==> config.mk <==
export PLATFORM = sky130hd
export DESIGN_NAME = wb_arbiter
export DESIGN_NICKNAME = d
export VERILOG_FILES = /design/src/rtl/wb_arbiter_pkg.sv /design/src/rtl/wb_arb_watchdog.sv /design/src/rtl/wb_arbiter.sv
export SDC_FILE = /design/constraint.sdc
export NUM_CORES = 1
export LEC_CHECK = 0
export ABC_AREA = 1
export ABC_CLOCK_PERIOD_IN_PS = 3950
export CORE_AREA = 3 3 123 125
export CTS_CLUSTER_SIZE = 24
export DETAILED_ROUTE_END_ITERATION = 10
export DIE_AREA = 0 0 126 128
export GPL_TIMING_DRIVEN = 0
export HOLD_SLACK_MARGIN = 0.12
export PLACE_DENSITY = 0.61
export SKIP_LAST_GASP = 1
export SYNTH_ARGS = -nofsm -noshare
export SYNTH_HDL_FRONTEND = slang
export SYNTH_SLANG_ARGS = --single-unit
==> constraint.sdc <==
create_clock -name i_clk -period 3.95 [get_ports i_clk]
set_input_delay 0.395 -clock i_clk [delete_from_list [all_inputs] [get_ports i_clk]]
set_output_delay 0.395 -clock i_clk [all_outputs]
set_load 0.05 [all_outputs]
==> src/rtl/wb_arbiter_pkg.sv <==
// rtl/wb_arbiter_pkg.sv - shared FSM encoding and default watchdog limit for wb_arbiter
// Contents:
//   WB_ARB_TIMEOUT_DEFAULT  default wait budget for an owner before abort
//   arb_state_t             arbiter FSM state encoding
package wb_arbiter_pkg;

   localparam int WB_ARB_TIMEOUT_DEFAULT = 255;

   typedef enum logic [1:0] {
      ST_IDLE  = 2'd0,
      ST_OWN0  = 2'd1,
      ST_OWN1  = 2'd2,
      ST_ABORT = 2'd3
   } arb_state_t;

endpackage

==> src/rtl/wb_arb_watchdog.sv <==
// rtl/wb_arb_watchdog.sv - saturating wait-cycle counter with terminal-count detect
// Ports:
//   i_clk, i_resetn  clock, asynchronous active-low reset
//   i_clear          zero the counter (wins over i_count_en)
//   i_count_en       this cycle is a wait cycle
//   o_expired        this wait cycle brings the count to TERMINAL
module wb_arb_watchdog #(
   parameter  int TERMINAL = 255,
   localparam int W        = $clog2(TERMINAL + 1)
) (
   input  logic i_clk,
   input  logic i_resetn,
   input  logic i_clear,
   input  logic i_count_en,
   output logic o_expired
);

   localparam logic [W-1:0] LIMIT = W'(TERMINAL);
   localparam logic [W-1:0] LAST  = W'(TERMINAL - 1);

   logic [W-1:0] count;

   always_ff @(posedge i_clk or negedge i_resetn) begin
      if (!i_resetn) begin
         count <= '0;
      end else if (i_clear) begin
         count <= '0;
      end else if (i_count_en && (count != LIMIT)) begin
         count <= count + W'(1);
      end
   end

   // Flag the wait cycle that completes the budget so the abort lands on
   // that edge rather than one cycle later.
   assign o_expired = i_count_en && !i_clear && (count == LAST);

endmodule

==> src/rtl/wb_arbiter.sv <==
// rtl/wb_arbiter.sv - two-master Wishbone arbiter, round-robin with watchdog abort
// Ports:
//   i_clk, i_resetn             clock, asynchronous active-low reset
//   i_mN_wb_*                   master N request (cyc, stb, we, addr, data, sel)
//   o_mN_wb_*                   master N response (ack, stall, err, data)
//   o_wb_*                      shared slave-side request
//   i_wb_*                      slave response (ack, stall, err, data)
//   o_grant                     one-hot current owner, 0 when idle
//   o_timeout                   one-cycle pulse when the watchdog aborts a transfer
module wb_arbiter
   import wb_arbiter_pkg::*;
#(
   parameter int TIMEOUT_CYCLES = WB_ARB_TIMEOUT_DEFAULT
) (
   input  logic        i_clk,
   input  logic        i_resetn,
   input  logic        i_m0_wb_cyc,
   input  logic        i_m0_wb_stb,
   input  logic        i_m0_wb_we,
   input  logic [31:0] i_m0_wb_addr,
   input  logic [31:0] i_m0_wb_data,
   input  logic [3:0]  i_m0_wb_sel,
   output logic        o_m0_wb_ack,
   output logic        o_m0_wb_stall,
   output logic        o_m0_wb_err,
   output logic [31:0] o_m0_wb_data,
   input  logic        i_m1_wb_cyc,
   input  logic        i_m1_wb_stb,
   input  logic        i_m1_wb_we,
   input  logic [31:0] i_m1_wb_addr,
   input  logic [31:0] i_m1_wb_data,
   input  logic [3:0]  i_m1_wb_sel,
   output logic        o_m1_wb_ack,
   output logic        o_m1_wb_stall,
   output logic        o_m1_wb_err,
   output logic [31:0] o_m1_wb_data,
   output logic        o_wb_cyc,
   output logic        o_wb_stb,
   output logic        o_wb_we,
   output logic [31:0] o_wb_addr,
   output logic [31:0] o_wb_data,
   output logic [3:0]  o_wb_sel,
   input  logic        i_wb_ack,
   input  logic        i_wb_stall,
   input  logic        i_wb_err,
   input  logic [31:0] i_wb_data,
   output logic [1:0]  o_grant,
   output logic        o_timeout
);

   arb_state_t state;
   logic       owner;        // index of the master holding OWNx or ABORT
   logic       last_owner;   // most recent releaser, loses the next tie
   logic       abort_pulse;  // high only in the first ABORT cycle
   logic [1:0] grant_q;

   logic own0, own1, owning, owner_cyc;
   logic wd_clear, wd_en, wd_expired;

   assign own0      = (state == ST_OWN0);
   assign own1      = (state == ST_OWN1);
   assign owning    = own0 | own1;
   assign owner_cyc = owner ? i_m1_wb_cyc : i_m0_wb_cyc;

   // A wait cycle is an owned cycle with the bus active and no slave reply.
   assign wd_clear = ~owning | i_wb_ack | i_wb_err;
   assign wd_en    = owning & owner_cyc & ~i_wb_ack & ~i_wb_err;

   wb_arb_watchdog #(
      .TERMINAL (TIMEOUT_CYCLES)
   ) u_watchdog (
      .i_clk      (i_clk),
      .i_resetn   (i_resetn),
      .i_clear    (wd_clear),
      .i_count_en (wd_en),
      .o_expired  (wd_expired)
   );

   always_ff @(posedge i_clk or negedge i_resetn) begin
      if (!i_resetn) begin
         state       <= ST_IDLE;
         owner       <= 1'b0;
         last_owner  <= 1'b1;
         abort_pulse <= 1'b0;
         grant_q     <= 2'b00;
      end else begin
         abort_pulse <= 1'b0;
         case (state)
            ST_IDLE: begin
               // m0 wins unless m1 also asks and m0 held the bus last.
               if (i_m0_wb_cyc && (!i_m1_wb_cyc || last_owner)) begin
                  state   <= ST_OWN0;
                  owner   <= 1'b0;
                  grant_q <= 2'b01;
               end else if (i_m1_wb_cyc) begin
                  state   <= ST_OWN1;
                  owner   <= 1'b1;
                  grant_q <= 2'b10;
               end
            end
            ST_OWN0, ST_OWN1: begin
               // Release is checked first so a drop on the terminal cycle
               // never produces an abort.
               if (!owner_cyc) begin
                  state      <= ST_IDLE;
                  last_owner <= owner;
                  grant_q    <= 2'b00;
               end else if (wd_expired) begin
                  state       <= ST_ABORT;
                  abort_pulse <= 1'b1;
               end
            end
            ST_ABORT: begin
               if (!owner_cyc) begin
                  state      <= ST_IDLE;
                  last_owner <= owner;
                  grant_q    <= 2'b00;
               end
            end
            default: state <= ST_IDLE;
         endcase
      end
   end

   assign o_grant   = grant_q;
   assign o_timeout = abort_pulse;

   assign o_wb_cyc  = own0 ? i_m0_wb_cyc  : own1 ? i_m1_wb_cyc  : 1'b0;
   assign o_wb_stb  = own0 ? i_m0_wb_stb  : own1 ? i_m1_wb_stb  : 1'b0;
   assign o_wb_we   = own0 ? i_m0_wb_we   : own1 ? i_m1_wb_we   : 1'b0;
   assign o_wb_addr = own0 ? i_m0_wb_addr : own1 ? i_m1_wb_addr : 32'h0;
   assign o_wb_data = own0 ? i_m0_wb_data : own1 ? i_m1_wb_data : 32'h0;
   assign o_wb_sel  = own0 ? i_m0_wb_sel  : own1 ? i_m1_wb_sel  : 4'h0;

   assign o_m0_wb_ack   = own0 & i_wb_ack;
   assign o_m0_wb_stall = own0 ? i_wb_stall : 1'b1;
   assign o_m0_wb_err   = (own0 & i_wb_err) | (abort_pulse & ~owner);
   assign o_m0_wb_data  = own0 ? i_wb_data : 32'h0;

   assign o_m1_wb_ack   = own1 & i_wb_ack;
   assign o_m1_wb_stall = own1 ? i_wb_stall : 1'b1;
   assign o_m1_wb_err   = (own1 & i_wb_err) | (abort_pulse & owner);
   assign o_m1_wb_data  = own1 ? i_wb_data : 32'h0;

endmodule
; ---- Word-level counts from Yosys, hierarchy flattened
; Cells that the tools add are included.
; Widths: inputs -> output; s select.
[word_totals]
output_inout_bits = 144
word_cells = 82
in_bits = 179
regBits = 15
[classes]
muxes = 31
n_reduce_logical = 16
n_eq_ne = 9
bitwise_logic = 19
n_addsub = 1
[op_table]
columns = operator, n
row1 = $mux 32, 6
row2 = $mux 8, 2
row3 = $mux 1, 14
row4 = $mux 2, 5
row5 = $and 1x1->1, 9
row6 = $add 8x1->8 const B, 1
row7 = $eq 8x8->1 const B, 1
row8 = $mux 4, 2
row9 = $ne 8x8->1 const B, 1
row10 = $pmux 2 s3, 1
row11 = $reduce_and 2->1, 3
row12 = $not 1->1, 5
row13 = $or 1x1->1, 5
row14 = $eq 2x2->1 const B, 2
row15 = $logic_and 1x1->1, 4
row16 = $ne 2x2->1 const B, 2
row17 = $pmux 2 s2, 1
row18 = $reduce_bool 2->1, 2
row19 = $ne 3x2->1 const B, 1
row20 = $ne 3x3->1 const B, 1
row21 = $reduce_and 3->1, 1
row22 = $reduce_or 3->1, 1
row23 = $eq 2x1->1 const B, 1
row24 = $logic_not 1->1, 2
row25 = other kinds (3), 3

; ---- Depth between registers and ports, before layout
[logic_depth]
depth_word = 11
ltp_mapped = 9
depth_no_buf = 9

; ---- Hierarchy
; From an unflattened synthesis, not the netlist that was laid out.
[hier_totals]
hier_cells = 518
area_unflattened_um2 = 2601.2
[modules_own_cells]
columns = mod, cells_per_inst, area_each_um2, n_inst
row1 = wb_arbiter, 443, 2073.2, 1
row2 = wb_arb_watchdog, 75, 528.0, 1

; ---- Worst setup path before layout
; OpenSTA, ideal clock, no wires.
[synth_path]
path_type = reg2out
startpoint = register state[1]
endpoint = output port o_wb_cyc
slack_ns = 1.643
t_required_ns = 3.555
path_stages_with_launch = 6
n_path_buf = 1
arrival_ns = 1.912
cell_sequence = dfrtp_1 -> inv_1 -> ha_1 -> buf_2 -> inv_2 -> o21ai_0
[synth_between]
elab_chain_cells = 3
elab_cells_between_ends = 4
cone_classes = 2 x eq/ne / 2 x mux
[synth_rtl]
columns = item, line_no
row1 = from (decl), wb_arbiter.sv:51  ; arb_state_t state;
row2 = from (signal assigned), wb_arbiter.sv:81  ; state <= ST_IDLE;
row3 = from (signal assigned), wb_arbiter.sv:92  ; state <= ST_OWN0;
row4 = from (signal assigned), wb_arbiter.sv:96  ; state <= ST_OWN1;
row5 = $eq 2x2->1, wb_arbiter.sv:61  ; assign own1 = (state == ST_OWN1);
row6 = $mux 1, wb_arbiter.sv:128  ; assign o_wb_cyc = own0 ? i_m0_wb_cyc : own1 ? i_m1_wb_cyc : 1'b0;
row7 = $mux 1 (*), wb_arbiter.sv:128
row8 = to (decl), wb_arbiter.sv:37  ; output logic o_wb_cyc,
; Mark *: on every way between the ends. The rest lies on a longest branch, timed or not.

; ---- Final worst setup path
[layout_path]
startpoint = register state[0]
endpoint = output port o_wb_data[28]
[layout_between]
elab_chain_cells = 3
elab_cells_between_ends = 4
cone_classes = 2 x eq/ne / 2 x mux
[layout_rtl]
columns = item, line_no
row1 = $eq 2x2->1, wb_arbiter.sv:61
row2 = $mux 32, wb_arbiter.sv:132  ; assign o_wb_data = own0 ? i_m0_wb_data : own1 ? i_m1_wb_data : 32'h0;
row3 = $mux 32 (*), wb_arbiter.sv:132
row4 = to (decl), wb_arbiter.sv:41  ; output logic [31:0] o_wb_data,
; Marked as above.

==> out/results.tsv <==
stage	metric	value	unit
detailed_routing	post-route ant nets	0	
yosys	sequential-to-total area share from yosys stat	15.4	%
worst_setup_path	end of the critical path	o_wb_data[28]	
sta	skew final	0.00120	ns
detailed_routing	top layer in use	met4	
sta	Final Worst Setup Slack	0.587	ns
worst_setup_path	CP max-delay cell	clkdlybuf4s50_1	
placed_design	Setup WS pre-CTS	0.761	ns
detailed_routing	total vias in the final route	4068	
power_and_ir_drop	Flop pwr share	5.0	%
yosys	post-synthesis cell count	499	
worst_setup_path	critical-path cell list	inv_1 > ha_1 > clkbuf_1 > buf_2 > buf_2 > nand3_1 > nand2_1 > clkdlybuf4s50_1	
detailed_routing	Routed WL	15000	um
finish	share of cells above drive strength 1	1.94	%
worst_setup_path	R2R Path End	u_watchdog.count[3]$_DFFE_PN0P_	
clock_tree	CTS tree	built	
detailed_routing	Detailed Routing Iterations Pass 1	4	
power_and_ir_drop	P_sw	2.83	mW
worst_setup_path	slowest stage delay, CP	0.86	ns
worst_setup_path	flop-to-flop setup slack	2.32	ns
worst_setup_path	most frequent cell on the critical path	buf_2	
sta	final worst-path cycle share	85.1	%
finish	commonest non-fill, non-tap cells in the layout	clkdlybuf4s50_1, nand2_1, inv_1	
power_and_ir_drop	pwr/cell area	735	nW/um^2
detailed_routing	metal3 WL	1040	um
global_route	GRT Total Usage	16.9	%
yosys	synth warn	0	
worst_setup_path	Worst setup EP type	output pin	
floorplan	# IOs	323	
sta	worst-margin pin slew	0.680	ns
yosys	EDFF count, synth	0	
clock_tree	worst skew pair latency	0.24	ns
finish	area of the multi-input gates	1600	sq um
clock_tree	CTS sink cnt	15	
placed_design	RePlAce Congestion	0.872	
worst_setup_path	crit-path leading delay family	buffers and inverters	
detailed_routing	number of remaining DRC errors	0	
power_and_ir_drop	Sw Share	64.4	%
worst_setup_path	CP Class	reg -> out	
detailed_routing	Vias/cell	4.05	
global_route	antenna violations before repair	0	
floorplan	Core Region	14000	sq um
global_route	vias in the first global route	3884	
worst_setup_path	worst path required time	3.56	ns
outcome	status	complete, no violations	
global_route	global route overflow	0	
worst_setup_path	Reg-to-Reg Start	state[0]$_DFFE_PN0P_	
yosys	Mean Syn Cell Area	4.91	sq um
yosys	register bit count reported by yosys	15	
sta	RSZ-0062 raised after global routing	no	
floorplan	Initial Util	17.5	%
clock_tree	cts-stage hold buffer count	0	
worst_hold_path	worst hold-check path type	reg -> reg	
sta	final hold violation count	0	
yosys	Syn Nets	685	
clock_tree	H-tree levels	1	
finish	design area	5980	sq um
finish	Layout area overhead	144	%
finish	filler cell count	1489	
sta	Final Max Tran Viols	0	
sta	final hold slack	0.503	ns
floorplan	die height	128	um
worst_setup_path	Crit path buffers/inverters	5	
finish	sequential cell area	377	sq um
yosys	Area contributors post-synth	nand2_1, nand3_1, dfrtp_1	
clock_tree	CTS resizes	0	
clock_tree	setup bufs post-CTS	0	
sta	max frequency	297	MHz
finish	commonest non-fill, non-tap cell in the layout	clkdlybuf4s50_1	
finish	nets	1012	
sta	setup TNS	0	ns
sta	Setup violations, final	0	
yosys	Synth Flop Type	dfrtp_1	
detailed_routing	met2 WL	7520	um
power_and_ir_drop	Pleak	3.09	nW
power_and_ir_drop	Clock power frac	4.5	%
sta	fin crit period	3.36	ns
clock_tree	clock tree buffer depth	2	
yosys	Synth cell types	23	
job	Max Cap Viol	0	
worst_setup_path	crit start category	flop	
floorplan	die area	16100	sq um
floorplan	chip width	126	um
floorplan	FP Rows	43	
worst_setup_path	critical path fanouts, max	10	
power_and_ir_drop	Int Power	1.56	mW
clock_tree	Clock transition at path regs	0.05	ns
placed_design	# port buffers	322	
worst_setup_path	Worst path depth	8	
clock_tree	Clock Tree Root	clkbuf_16	
power_and_ir_drop	Worst VDD drop	0.000470	V
finish	Ant. Diodes	0	
worst_setup_path	Worst Reg2Reg Path Length in Cells	8	
yosys	Post-Syn Area	2450	sq um
detailed_routing	WL/cell	14.9	um
clock_tree	total CTS buffers	3	
placed_design	DP Area	5900	sq um
global_route	first-pass GRT wire length	22100	um
sta	slew margin rel.	54.5	%
worst_setup_path	crit path DAT	2.97	ns
yosys	leading area contributor after synthesis	nand2_1	
yosys	async set or reset register ratio after synthesis	100	%
global_route	largest net degree at the start of global routing	16	
detailed_routing	M1 WL	6290	um
yosys	Yosys top cell area share	36.4	%
placed_design	post-DP HPWL	12700	um
power_and_ir_drop	post-route total power	4.39	mW
worst_setup_path	CP Launch Point	state[0]$_DFFE_PN0P_	
power_and_ir_drop	Comb power frac	90.6	%
detailed_routing	drt first-iter violations	130	
-- cell usage after synthesis (2+ instances only) --
master and number:
dfrtp_1 14, o21bai_1 3, nand2_1 238, clkbuf_1 20
xor2_1 3, ha_1 7, buf_1 4, nand4_1 2
buf_2 7, nor2_1 3, inv_1 88, o21ai_0 13
nand3_1 87
-- cell families (layout without fill, tap and decap cells) --
| kind of cell | Yosys count | count (layout) | synth area share, % |
|---|---|---|---|
| AO/OA/AOI/OAI | 20 | 20 | 4.74 |
| adder cells (fa/ha/maj) | 7 | 7 | 3.57 |
| flip-flops | 15 | 15 | 15.4 |
| AND/OR/NAND/NOR | 332 | 332 | 55.9 |
| buffers and inverters | 122 | 448 | 19.3 |
| XOR/XNOR | 3 | 3 | 1.07 |
-- metal layers --
layer / track usage, % / vias up
li1: - / 2152
met1: 22.2 / 1734
met2: 30.0 / 170
met3: 3.00 / 12
met4: 1.96 / 0
met5: 0 / -
-- final cells by class --
class | instances | share of cell area [%]
flip-flops and latches | 15 | 6.30
repair buffers | 322 | 53.9
inverters | 90 | 5.65
clock buffers | 4 | 1.32
plain buffers | 32 | 2.28
multi-input cells | 362 | 26.8
well taps | 180 | 3.77
-- power by group through the flow --
stage                     clock [mW]  sequential (mW)  combinational, mW
after floorplan                    0            0.245               2.53
after CTS                      0.202            0.218               4.02
final                          0.197            0.218               3.98
after detailed placement           0            0.219               4.01
after global placement             0            0.219               4.01
after global routing           0.211            0.223               4.21
-- metrics by stage --
| step | instances | util (%) |
|---|---|---|
| 4_1_cts | 1005 | 42.7 |
| 3_5_place_dp | 1001 | 42.2 |
| 6_report | 1005 | 42.7 |
| 5_1_grt | 1005 | 42.7 |
| 2_1_floorplan | 499 | - |
| 3_3_place_gp | 1001 | 42.2 |
-- state kept, by name (all words and copies together) (netlist names) --
signal	cells
last_owner	1
u_watchdog.count	8
owner	1
o_timeout	1
state	2
o_grant	2
-- worst min path at each step --
stage	startpoint	to	slack (ns)	cells past startpoint
floorplan	i_resetn	o_grant[0]$_DFFE_PN0P_	0.1	0
global placement	o_grant[0]$_DFFE_PN0P_	o_grant[0]$_DFFE_PN0P_	0.48	2
detailed placement	o_grant[0]$_DFFE_PN0P_	o_grant[0]$_DFFE_PN0P_	0.48	2
CTS	o_grant[1]$_DFFE_PN0P_	o_grant[1]$_DFFE_PN0P_	0.50	2
global route	o_grant[1]$_DFFE_PN0P_	o_grant[1]$_DFFE_PN0P_	0.54	2
finish	o_grant[1]$_DFFE_PN0P_	o_grant[1]$_DFFE_PN0P_	0.50	2
-- worst min-delay path: stages, from the launching register on --
cell,delay [ns]
dfrtp_1,0.34
nand2_1,0.05
o21ai_0,0.07
Power figures use the tool's default switching activity.
